### src/rtl/hpdcache_sram_ecc_ctrl_pkg.sv
// Shared types and byte-enable helpers for the ECC SRAM read-modify-write controller.
package hpdcache_sram_ecc_ctrl_pkg;

    // Controller sequencing states.
    typedef enum logic [2:0] {
        IDLE,
        RD_WAIT,
        RMW_RD,
        RMW_WR,
        SCRUB_WR
    } ctrl_state_e;

    // Widest word (in bytes) the byte-enable helpers can classify.
    localparam int unsigned MAX_WORD_BYTES = 64;

    typedef logic [MAX_WORD_BYTES-1:0] word_be_t;

    // True when every one of the first nbytes enables is set.
    function automatic logic is_full_be(input word_be_t be, input int unsigned nbytes);
        logic full;
        full = 1'b1;
        for (int unsigned i = 0; i < MAX_WORD_BYTES; i++) begin
            if ((i < nbytes) && !be[i]) full = 1'b0;
        end
        return full;
    endfunction

    // True when some but not all of the first nbytes enables are set.
    function automatic logic is_sparse_be(input word_be_t be, input int unsigned nbytes);
        logic any;
        any = 1'b0;
        for (int unsigned i = 0; i < MAX_WORD_BYTES; i++) begin
            if ((i < nbytes) && be[i]) any = 1'b1;
        end
        return any && !is_full_be(be, nbytes);
    endfunction

endpackage

### src/rtl/hpdcache_ecc_byte_merge.sv
// Per-byte merge of new write data over data read back from the SRAM.
module hpdcache_ecc_byte_merge #(
    parameter int unsigned DATA_SIZE = 64,
    parameter int unsigned NDATA     = 1
) (
    input  logic [NDATA*DATA_SIZE-1:0]   i_wdata,
    input  logic [NDATA*DATA_SIZE-1:0]   i_rdata,
    input  logic [NDATA*DATA_SIZE/8-1:0] i_wbe,
    output logic [NDATA*DATA_SIZE-1:0]   o_merged
);

    localparam int unsigned NBYTES = NDATA * DATA_SIZE / 8;

    // Each byte comes from the write data when enabled, otherwise from the stored word.
    for (genvar b = 0; b < NBYTES; b++) begin : g_byte
        assign o_merged[b*8 +: 8] = i_wbe[b] ? i_wdata[b*8 +: 8] : i_rdata[b*8 +: 8];
    end

endmodule

### src/rtl/hpdcache_sram_ecc_rmw_ctrl.sv
// Front-end sequencer for a full-word-write ECC SRAM: turns sparse byte-enable
// writes into read-modify-write, scrubs correctable read errors, counts events.
module hpdcache_sram_ecc_rmw_ctrl
    import hpdcache_sram_ecc_ctrl_pkg::*;
#(
    parameter int unsigned ADDR_SIZE = 8,
    parameter int unsigned DATA_SIZE = 64,
    parameter int unsigned NDATA     = 1,
    parameter int unsigned CNT_WIDTH = 16
) (
    input  logic                           clk_i,
    input  logic                           rst_ni,

    input  logic                           req_valid_i,
    output logic                           req_ready_o,
    input  logic                           req_we_i,
    input  logic [ADDR_SIZE-1:0]           req_addr_i,
    input  logic [NDATA*DATA_SIZE-1:0]     req_wdata_i,
    input  logic [NDATA*DATA_SIZE/8-1:0]   req_wbe_i,

    output logic                           rsp_valid_o,
    output logic [NDATA*DATA_SIZE-1:0]     rsp_rdata_o,
    output logic [NDATA-1:0]               rsp_err_cor_o,
    output logic [NDATA-1:0]               rsp_err_unc_o,
    output logic                           rmw_abort_o,

    input  logic                           cfg_scrub_en_i,
    output logic [CNT_WIDTH-1:0]           cnt_cor_o,
    output logic [CNT_WIDTH-1:0]           cnt_unc_o,
    input  logic                           cnt_clr_i,

    output logic                           sram_cs_o,
    output logic                           sram_we_o,
    output logic [ADDR_SIZE-1:0]           sram_addr_o,
    output logic [NDATA*DATA_SIZE-1:0]     sram_wdata_o,
    output logic [NDATA*DATA_SIZE/8-1:0]   sram_wbe_o,
    input  logic [NDATA*DATA_SIZE-1:0]     sram_rdata_i,
    input  logic [NDATA-1:0]               sram_err_cor_i,
    input  logic [NDATA-1:0]               sram_err_unc_i
);

    localparam int unsigned WORD_BYTES = DATA_SIZE / 8;
    localparam int unsigned DW         = NDATA * DATA_SIZE;
    localparam int unsigned BEW        = NDATA * WORD_BYTES;
    localparam logic [CNT_WIDTH-1:0] CNT_MAX = '1;

    ctrl_state_e            r_state;
    ctrl_state_e            w_state_next;

    logic [ADDR_SIZE-1:0]   r_addr;
    logic [DW-1:0]          r_data;
    logic [BEW-1:0]         r_wbe;
    logic [NDATA-1:0]       r_scrub_words;
    logic [CNT_WIDTH-1:0]   r_cnt_cor;
    logic [CNT_WIDTH-1:0]   r_cnt_unc;

    logic [NDATA-1:0]       w_word_sparse;
    logic [BEW-1:0]         w_rmw_wbe;
    logic [BEW-1:0]         w_scrub_wbe;
    logic [DW-1:0]          w_merged;
    logic                   w_any_sparse;
    logic                   w_any_be;
    logic                   w_any_cor;
    logic                   w_any_unc;
    logic                   w_latch_req;
    logic                   w_latch_merge;
    logic                   w_latch_scrub;
    logic                   w_inc_cor;
    logic                   w_inc_unc;

    // Per-word classification of the incoming enables and of the latched ones.
    for (genvar w = 0; w < NDATA; w++) begin : g_word
        word_be_t w_be_ext;
        assign w_be_ext         = word_be_t'(req_wbe_i[w*WORD_BYTES +: WORD_BYTES]);
        assign w_word_sparse[w] = is_sparse_be(w_be_ext, WORD_BYTES);
        // A word touched by the request is rewritten whole with the merged data.
        assign w_rmw_wbe[w*WORD_BYTES +: WORD_BYTES]   = {WORD_BYTES{|r_wbe[w*WORD_BYTES +: WORD_BYTES]}};
        assign w_scrub_wbe[w*WORD_BYTES +: WORD_BYTES] = {WORD_BYTES{r_scrub_words[w]}};
    end

    assign w_any_sparse = |w_word_sparse;
    assign w_any_be     = |req_wbe_i;
    assign w_any_cor    = |sram_err_cor_i;
    assign w_any_unc    = |sram_err_unc_i;

    hpdcache_ecc_byte_merge #(
        .DATA_SIZE (DATA_SIZE),
        .NDATA     (NDATA)
    ) u_byte_merge (
        .i_wdata   (r_data),
        .i_rdata   (sram_rdata_i),
        .i_wbe     (r_wbe),
        .o_merged  (w_merged)
    );

    // State register.
    always_ff @(posedge clk_i or negedge rst_ni) begin
        // NOTE: sequential state uses non-blocking assignments so every register
        // samples pre-edge values regardless of block ordering.
        if (!rst_ni) r_state <= IDLE;
        else         r_state <= w_state_next;
    end

    // Next-state, SRAM command, response and event decode.
    always_comb begin
        // NOTE: every signal gets a default first so no path leaves one unassigned
        // (which would infer a latch).
        w_state_next  = r_state;
        req_ready_o   = 1'b0;
        rsp_valid_o   = 1'b0;
        rsp_rdata_o   = '0;
        rsp_err_cor_o = '0;
        rsp_err_unc_o = '0;
        rmw_abort_o   = 1'b0;
        sram_cs_o     = 1'b0;
        sram_we_o     = 1'b0;
        sram_addr_o   = '0;
        sram_wdata_o  = '0;
        sram_wbe_o    = '0;
        w_latch_req   = 1'b0;
        w_latch_merge = 1'b0;
        w_latch_scrub = 1'b0;
        w_inc_cor     = 1'b0;
        w_inc_unc     = 1'b0;

        unique case (r_state)
            IDLE: begin
                req_ready_o = 1'b1;
                if (req_valid_i) begin
                    if (req_we_i) begin
                        if (w_any_sparse) begin
                            sram_cs_o    = 1'b1;
                            sram_addr_o  = req_addr_i;
                            w_latch_req  = 1'b1;
                            w_state_next = RMW_RD;
                        end else if (w_any_be) begin
                            sram_cs_o    = 1'b1;
                            sram_we_o    = 1'b1;
                            sram_addr_o  = req_addr_i;
                            sram_wdata_o = req_wdata_i;
                            sram_wbe_o   = req_wbe_i;
                        end
                    end else begin
                        sram_cs_o    = 1'b1;
                        sram_addr_o  = req_addr_i;
                        w_latch_req  = 1'b1;
                        w_state_next = RD_WAIT;
                    end
                end
            end

            RD_WAIT: begin
                rsp_valid_o   = 1'b1;
                rsp_rdata_o   = sram_rdata_i;
                rsp_err_cor_o = sram_err_cor_i;
                rsp_err_unc_o = sram_err_unc_i;
                w_inc_cor     = w_any_cor;
                w_inc_unc     = w_any_unc;
                if (w_any_cor && !w_any_unc && cfg_scrub_en_i) begin
                    w_latch_scrub = 1'b1;
                    w_state_next  = SCRUB_WR;
                end else begin
                    w_state_next  = IDLE;
                end
            end

            RMW_RD: begin
                w_inc_cor = w_any_cor;
                if (w_any_unc) begin
                    rmw_abort_o  = 1'b1;
                    w_inc_unc    = 1'b1;
                    w_state_next = IDLE;
                end else begin
                    w_latch_merge = 1'b1;
                    w_state_next  = RMW_WR;
                end
            end

            RMW_WR: begin
                sram_cs_o    = 1'b1;
                sram_we_o    = 1'b1;
                sram_addr_o  = r_addr;
                sram_wdata_o = r_data;
                sram_wbe_o   = w_rmw_wbe;
                w_state_next = IDLE;
            end

            SCRUB_WR: begin
                sram_cs_o    = 1'b1;
                sram_we_o    = 1'b1;
                sram_addr_o  = r_addr;
                sram_wdata_o = r_data;
                sram_wbe_o   = w_scrub_wbe;
                w_state_next = IDLE;
            end

            default: w_state_next = IDLE;
        endcase
    end

    // Sequence context: request capture, then merged or corrected data.
    always_ff @(posedge clk_i or negedge rst_ni) begin
        // NOTE: these are plain datapath registers, so clearing them on reset is
        // cheap and keeps outputs deterministic; only the FSM actually needs it.
        if (!rst_ni) begin
            r_addr        <= '0;
            r_data        <= '0;
            r_wbe         <= '0;
            r_scrub_words <= '0;
        end else begin
            if (w_latch_req) begin
                r_addr <= req_addr_i;
                r_data <= req_wdata_i;
                r_wbe  <= req_wbe_i;
            end
            if (w_latch_merge) begin
                r_data <= w_merged;
            end
            if (w_latch_scrub) begin
                r_data        <= sram_rdata_i;
                r_scrub_words <= sram_err_cor_i;
            end
        end
    end

    // Saturating event counters; a clear wins over a same-cycle increment.
    always_ff @(posedge clk_i or negedge rst_ni) begin
        if (!rst_ni) begin
            r_cnt_cor <= '0;
            r_cnt_unc <= '0;
        end else if (cnt_clr_i) begin
            r_cnt_cor <= '0;
            r_cnt_unc <= '0;
        end else begin
            if (w_inc_cor && (r_cnt_cor != CNT_MAX)) r_cnt_cor <= r_cnt_cor + CNT_WIDTH'(1);
            if (w_inc_unc && (r_cnt_unc != CNT_MAX)) r_cnt_unc <= r_cnt_unc + CNT_WIDTH'(1);
        end
    end

    assign cnt_cor_o = r_cnt_cor;
    assign cnt_unc_o = r_cnt_unc;

endmodule

### config.mk
export PLATFORM = sky130hd
export DESIGN_NAME = hpdcache_sram_ecc_rmw_ctrl
export DESIGN_NICKNAME = d
export VERILOG_FILES = /design/src/rtl/hpdcache_sram_ecc_ctrl_pkg.sv /design/src/rtl/hpdcache_ecc_byte_merge.sv /design/src/rtl/hpdcache_sram_ecc_rmw_ctrl.sv
export SDC_FILE = /design/constraint.sdc
export NUM_CORES = 1
export LEC_CHECK = 0
export BUFFER_PORTS_ARGS = -buffer_cell sky130_fd_sc_hd__buf_2
export CAP_MARGIN = 20
export CORE_AREA = 2 2 129 131
export CTS_BUF_LIST = sky130_fd_sc_hd__clkbuf_4
export DETAILED_ROUTE_END_ITERATION = 16
export DIE_AREA = 0 0 131 133
export PLACE_DENSITY = 0.75
export SLEW_MARGIN = 40
export SYNTH_ARGS = -nofsm -noshare
export SYNTH_HDL_FRONTEND = slang
export SYNTH_SLANG_ARGS = --single-unit
### constraint.sdc
create_clock -name clk_i -period 2.51 [get_ports clk_i]
set_input_delay 0.1255 -clock clk_i [delete_from_list [all_inputs] [get_ports clk_i]]
set_output_delay 0.1255 -clock clk_i [all_outputs]
set_load 0.02 [all_outputs]
* Word level (Yosys, flattened, before mapping)
Index checks and enable logic that the tools add are counted.
** Storage, ports and cells
- Register bits :: 116
- Bits of input ports :: 152
- Logic and storage cells :: 133
** Operators by class
- Add/subtract/negate cells :: 2
- Equality and inequality tests :: 16
- Muxes and demuxes :: 77
- Reduce and logical (&&, ||, !) cells :: 24
** Operators by type and width (count)
- $mux W64 :: 8
- $mux W8 :: 16
- $pmux W64 S2 :: 1
- $mux W16 :: 4
- $mux W1 :: 37
- $add A16 B1 Y16 const B :: 2
- $ne A16 B16 Y1 const B :: 2
- $ne A3 B2 Y1 const B :: 8
- $pmux W8 S3 :: 1
- $reduce_and A2 Y1 :: 9
- $pmux W8 S2 :: 1
- $reduce_or A8 Y1 :: 2
- $mux W3 :: 4
- $pmux W3 S3 :: 1
- $eq A3 B2 Y1 const B :: 2
- $pmux W1 S2 :: 3
- $logic_and A1 B1 Y1 :: 5
- $reduce_bool A2 Y1 :: 2
- $reduce_or A2 Y1 :: 2
- $eq A3 B1 Y1 const B :: 1
- $eq A3 B3 Y1 const B :: 1
- $logic_not A3 Y1 :: 1
- $ne A3 B3 Y1 const B :: 1
- $reduce_bool A3 Y1 :: 1
- 3 further kinds :: 4

* Logic depth before layout (Yosys ltp)
Gate-level depths: netlist of run 1.
- Word-level depth :: 17
- Gate-level depth with buffers :: 8
- Mapped depth without buffers :: 6

* Modules after synthesis
A second synthesis of run 1 with hierarchy kept.
** Second synthesis, totals
- Cells, all modules :: 871
- Area total of the unflattened synthesis :: 8433.1 um^2
** By module, submodules not included
- hpdcache_sram_ecc_rmw_ctrl :: instances 1, cells each 799, area an instance 7382.1 um^2
- hpdcache_ecc_byte_merge :: instances 1, cells each 72, area an instance 1051.0 um^2

* Worst setup path before layout of run 1
Ideal clock, no wire load.
- Path type :: reg2out
- From :: reg r_state[1]
- To :: out sram_wdata_o[0]
- Arrival time :: 2117 ps
- Required time :: 2385 ps
- Slack :: 268 ps
- Cell stages (with the launch flop) :: 8
- Buffers on the path :: 3
- Cell sequence :: dfrtp_1 -> buf_2 -> nor3_1 -> and2_1 -> and3_1 -> buf_2 -> buf_2 -> a22o_1
** Between the ends
- Longest elaborated chain between the ends :: 3
- Elaborated cells on any way between the ends :: 5
** RTL lines
- from (decl) :: RTL line hpdcache_sram_ecc_rmw_ctrl.sv:47 : ctrl_state_e r_state;
- from (signal assigned) :: RTL line hpdcache_sram_ecc_rmw_ctrl.sv:101 : else r_state <= w_state_next;
- $eq A3 B3 Y1 / $eq A3 B2 Y1 (equally long branches) :: RTL line hpdcache_sram_ecc_rmw_ctrl.sv:126 : unique case (r_state)
- $reduce_or A2 Y1 (no line)
- $pmux W64 S2 * :: RTL line hpdcache_sram_ecc_rmw_ctrl.sv:126
- to (decl) :: RTL line hpdcache_sram_ecc_rmw_ctrl.sv:35 : output logic [NDATA*DATA_SIZE-1:0] sram_wdata_o,
Mark *: on every way between the ends. The rest lies on a longest branch, timed or not.

* Worst setup path after layout of run 1
- From :: reg r_state[1]
- To :: out sram_wdata_o[62]
Same word-level chain as after synthesis.

==> metrics.txt, run 1 <==
outcome=finished, final reports clean; Clk pin slew, worst setup/hold paths=0.11 ns; area occupied by multi-input gates=4064 sq um; RePlAce Congestion=0.8535; Max H-tree Level=4; hold depth=4; Syn Nets=939; Die Ht=133 um; DIE AREA=17420 sq um; Finished Layout Cells=1474; Synth Area per Inst=9.337 sq um; Layout area overhead=48.14%; worst-margin pin slew=about 0.6 ns; Nets=1394; maxcap violations=0; CTS tree=yes; initial DRC count=640; Routed WL=roughly 27000 um; worst reg2reg path depth=5; TritonCTS Buffers=17; final setup fails=0; routed len/inst=18.55 um; clk sinks=116; Setup WS pre-CTS=between 0.1 and 0.15 ns; delay-heaviest family, CP=buffers and inverters; Synth area leaders=dfrtp_1, o221a_1, a22o_1; critical path class=flop to primary output; layout cells sized above 1=33.95%; final HPWL from detailed placement=17100 um; Crit path required time=about 2.4 ns; critical-path maximum fanout=56; row count=47; root buf cell=clkbuf_4; peak supply drop=roughly 0.00032 V; CP Data Arrival Time=between 2 and 2.5 ns; max-slew violation count=0; Port Buffers=334; Synth Cell Area=7330 sq um; Hold Fails Final Rpt=0; Yosys reg bits=116; crit-path cells=buf_12 > nor2_4 > nand2_1 > nand2_2 > buf_12 > a22o_1 > buf_2; hold crit path type=primary input to flop; fmax=409.8 MHz; crit path from=r_state[1]; DR pass1 iterations=5; # DRC=0; IO Pins=335; PD cells=roughly 590 nW/um^2; Clock Path Buffers=2; Cell variety after synth=56; leakage=5.224 nW; area leader, netlist=dfrtp_1; Synth Instances=785; Startpoint Class=flop; DRT antenna net count=0; vias per inst=5.719; first-pass GRT wire length=41670 um; placed insts=1293; Clk Latency, worst-skew pair=about 0.52 ns; final cell area excluding filler cells=10860 sq um; reg2reg start=r_state[2]; YS warnings=0; vias in the first global route=~8000; Tcrit/Tclk final=97.23%; global-route usage over all layers=slightly above 30%; maximum single-stage delay on the critical path=0.49 ns; post-synthesis sequential area ratio=39.60%; Worst slew margin=60.58%; Setup Skew=0.01468 ns; RSZ-0062 raised after global routing=yes; Primary FF master, synth=dfrtp_1; die width=131 um; Crit. path cell count=7; CP bufs+invs=3; register area=2904 sq um; Filler Cell Count=1227; Initial Util=a little under half; GR Overflow Total=0; cell mode on critical path=buf_12; Final WS setup=0.06950 ns; Area after DPL=9085 sq um; Hold Crit Start=sram_rdata_i[60]; Final min period=2.440 ns; Slowest cell on crit path=dfrtp_2; number of synthesized flops with an enable pin=0; fraction of registers with async set or reset after synthesis=100.0%; largest net degree at the start of global routing=63; initial antenna violation count=1; Core ar.=~16000 sq um; via count=8430; element type at the critical path end=primary output; post-synth top area share=39.60%
[flip-flops by register name (all words and copies together), names as in the netlist]
signal / count
r_addr: 8
r_wbe: 8
r_scrub_words: 1
r_data: 64
cnt_cor_o: 16
r_state: 3
cnt_unc_o: 16
[repair_timing]
action	CTS	global route
hold endpoints to repair	124	0
resized for setup	7	2
hold buffers	141	0
setup buffers	4	2
cloned	0	1
pin swaps	1	1
setup endpoints to repair	73	21
[per-stage QoR]
step	utilization, %	hold WS, ns	total power [mW]	setup TNS [ns]
floorplan	-	-0.1701	4.244	0
global placement	56.18	0.1545	4.872	0
detailed placement	56.18	0.1596	4.924	0
CTS	66.75	0.0004168	6.329	0
global route	67.14	0.03935	6.718	-0.03945
finish	67.14	0.04591	6.365	0
[area by class of cell]
class	count	share of cell area (%)
Inverter	4	0.1383
Clock inverter	10	0.6107
Antenna cell	2	0.04609
Timing Repair Buffer	499	31.04
Sequential cell	116	26.75
Tap cell	220	2.535
Multi-Input combinational cell	602	37.43
Clock buffer	21	1.452
[cell usage after synthesis, types with 3 or more instances]
cell and number:
inv_1 4, nand2_1 20, o21ai_0 6, nor2_1 162, dfrtp_1 116, nor4_1 3
mux2_2 14, nor3b_1 3, a211oi_1 4, a311o_1 8, or4_4 3, xnor2_1 4
nand4_1 11, or2_2 4, a22o_1 72, o221a_1 64, and2_1 69, buf_6 9
and4_1 3, a21oi_1 70, nand2b_1 3, and3_1 6, nor2b_1 4, buf_1 3
nand3_1 9, clkbuf_1 19, xor2_1 21, buf_8 6, buf_2 25, nor3_1 6
[worst min-delay path, delay by kind of cell]
family                 cells  cell delay, ns
AO/OA/AOI/OAI              2            0.18
buffers and inverters      1            0.11
AND/OR/NAND/NOR            1            0.11
[per-layer routing]
metal	vias up	global-route usage, %	part of all wire [%]
met5	-	0	0
met4	0	17.14	5.0
met3	121	6.268	6.9
met2	479	49.88	49
met1	4019	36.72	39
li1	3811	-	-
[cell families (layout without fill, tap and decap cells)]
family	Yosys count	after routing	synth area share, %
and+or+nand+nor	319	319	21.83
AOI/OAI and AO/OA	239	239	26.84
buffers and inverters	67	534	5.753
muxes	16	16	2.424
other	0	2	0
xor gates and xnor gates	26	26	3.209
DFF	116	116	39.60
adders and majority gates	2	2	0.3414
[where the power goes]
group	total (mW)	switching, mW	internal (mW)
Sequential	2.79	0.442	2.35
Combinational	2.40	1.25	1.14
Clock	1.18	0.675	0.504
[final timing paths]
kind                               endpoint  slack, ns
max in group asynchronous      cnt_unc_o[7]       1.58
min                              r_data[60]       0.05
min reg2reg                       r_addr[1]       0.52
min in group asynchronous      cnt_cor_o[6]       0.14
max                        sram_wdata_o[62]       0.07
max reg2reg                      r_data[23]       0.22
[cells in the final DEF (no fill, tap or decap), types with 21 or more instances in the layout]
master / instances
xor2_1: 21
o221a_1: 64
a22o_1: 69
nor2_1: 162
clkbuf_4: 21
buf_2: 333
dfrtp_1: 115
a21oi_1: 70
and2_1: 68
dlygate4sd3_1: 141
Power figures use the tool's default switching activity.
==> run 2, diff against run 1 <==
==> constraint.sdc (replaced) <==
create_clock -name clk_i -period 2.51 [get_ports clk_i]
set_input_delay 0.251 -clock clk_i [delete_from_list [all_inputs] [get_ports clk_i]]
set_output_delay 0.251 -clock clk_i [all_outputs]
set_load 0.02 [all_outputs]
==> metrics.txt, run 2 (synthesized netlist as in run 1, its figures left out) <==
outcome=finished, final reports clean; Slowest cell on crit path=dlygate4sd3_1; DIE AREA=17420 sq um; Seq pwr share=42.2%; Nets=~1400; switching share of total power=between 30% and 40%; PD cells=614.8 nW/um^2; global-route usage over all layers=28.62%; IO Pins=roughly 340; DR pass1 iterations=5; RePlAce Congestion=0.8495; Port Buffers=334; placed insts=1299; Hold Crit Start=sram_rdata_i[50]; hold depth=4; clk sinks=around 120; maximum single-stage delay on the critical path=about 0.55 ns; leakage=between 5 and 6 nW; Largest register FFs=64; final HPWL from detailed placement=17390 um; Initial Util=between 40 and 50%; element type at the critical path end=primary output; CP Data Arrival Time=2.21 ns; worst-margin pin slew=0.6513 ns; TritonCTS Buffers=17; worst reg2reg path depth=5; combinational power share=36.4%; vias in the first global route=7653; routed len/inst=18.68 um; Clock Path Buffers=2; critical path class=primary input to primary output; commonest non-fill, non-tap cells in the layout=buf_2, nor2_1, dfrtp_1; Biggest register=r_data; largest net degree at the start of global routing=49; Layout area overhead=45.95%; Max H-tree Level=4; cell mode on critical path=buf_2; delay-heaviest family, CP=simple AND/OR/NAND/NOR gates; peak supply drop=0.0003237 V; initial antenna violation count=1; CTS tree=yes; Worst slew margin=56.58%; crit path from=req_wbe_i[0]; reg2reg start=r_state[2]; Setup Skew=approximately 0.017 ns; vias per inst=5.703; Startpoint Class=primary input; layout cells sized above 1=37.08%; Crit path required time=2.26 ns; P_int=4.174 mW; clock share of power=21.4%; RSZ-0062 raised after global routing=yes; Tcrit/Tclk final=98.13%; Core ar.=16170 sq um; top routing layer used=met4; Clk pin slew, worst setup/hold paths=0.12 ns; Finished Layout Cells=1432; Min Hold Slack=0.1158 ns; CP bufs+invs=3; root buf cell=clkbuf_4; via count=8166; first-pass GRT wire length=38920 um; WL met3=~2100 um; Hold Fails Final Rpt=0; row count=47; sw power=between 2 and 2.5 mW; maxcap violations=0; initial DRC count=485; die width=131 um; hold crit path type=primary input to flop; final setup fails=0; GR Overflow Total=0; M1 WL=~11000 um; Final min period=2.463 ns; fmax=406.0 MHz; Die Ht=133 um; met2 wire len=13240 um; overall power=around 6.6 mW; Crit. path cell count=7; Filler Cell Count=1297; crit-path cells=dlygate4sd3_1 > buf_2 > or4_4 > nor2_4 > a21oi_4 > or2_2 > buf_2; # DRC=0; critical-path maximum fanout=11; Clk Latency, worst-skew pair=0.53 ns; reg2reg setup slack=0.20 ns; post-layout util=around 66%; max-slew violation count=0; commonest non-fill, non-tap cell in the layout=buf_2; Routed WL=approximately 27000 um; DRT antenna net count=0
run 2: cell count changes in the layout (fill, tap and decap cells not counted), sizes merged:
cell,previous run,this run
clkbuf,22,24
clkinv,9,8
bufinv,1,3
clkinvlp,0,2
dlygate4sd3,141,83
buf,357,369
diode,2,1
run 2: stage by stage:
stage / setup TNS (ns) / setup slack (ns) / area [sq um]
finish: 0 / 0.04690 / 10700
global route: -0.2953 / -0.04377 / 10700
CTS: -0.5199 / -0.03307 / 10330
detailed placement: 0 / 0.3106 / 9121
global placement: 0 / 0.3921 / 9117
floorplan: 0 / 0.1425 / 7330
run 2: cell type report:
class,count,area [sq um],share of cell area [%]
well taps,220,275.3,2.573
inverters,4,15.01,0.1404
multi-input cells,602,4100,38.33
diodes,1,2.502,0.02339
clock inverters,13,140.1,1.310
clock buffers,19,142.6,1.333
flip-flops and latches,116,2903,27.13
repair buffers,457,3119,29.16
run 2: worst paths after layout:
| path | endpoint |
|---|---|
| min | r_data[50] |
| max in group asynchronous | cnt_unc_o[7] |
| min in group asynchronous | cnt_cor_o[6] |
| min reg2reg | r_addr[5] |
| max | sram_cs_o |
| max reg2reg | r_data[46] |
run 2: worst register-to-register path, cell delays in order (launching register included):
cell     delay (ns)
dfrtp_1        0.40
buf_4          0.20
nor4b_4        0.57
nand2_1        0.54
a21oi_1        0.33
o221a_1        0.22
run 2: power groups by stage:
stage / Sequential (mW) / Clock [mW] / Combinational (mW)
2_1_floorplan: 2.66 / 0 / 1.58
6_report: 2.78 / 1.41 / 2.39
5_1_grt: 2.83 / 1.52 / 2.57
3_3_place_gp: 2.76 / 0 / 2.12
3_5_place_dp: 2.76 / 0 / 2.18
4_1_cts: 2.75 / 1.45 / 2.30
run 2: timing repair:
action / CTS / global route
pin swaps: 1 / 6
hold endpoints to repair: 128 / 0
endpoints found under the setup margin: 82 / 80
cloned: 1 / 5
hold buffers: 83 / 0
resized for setup: 13 / 45
setup buffers: 1 / 10
run 2: layer usage:
metal,vias to the layer above,track usage [%]
met3,75,6.632
met5,-,0
li1,3725,-
met2,437,47.87
met4,0,13.12
met1,3929,34.69
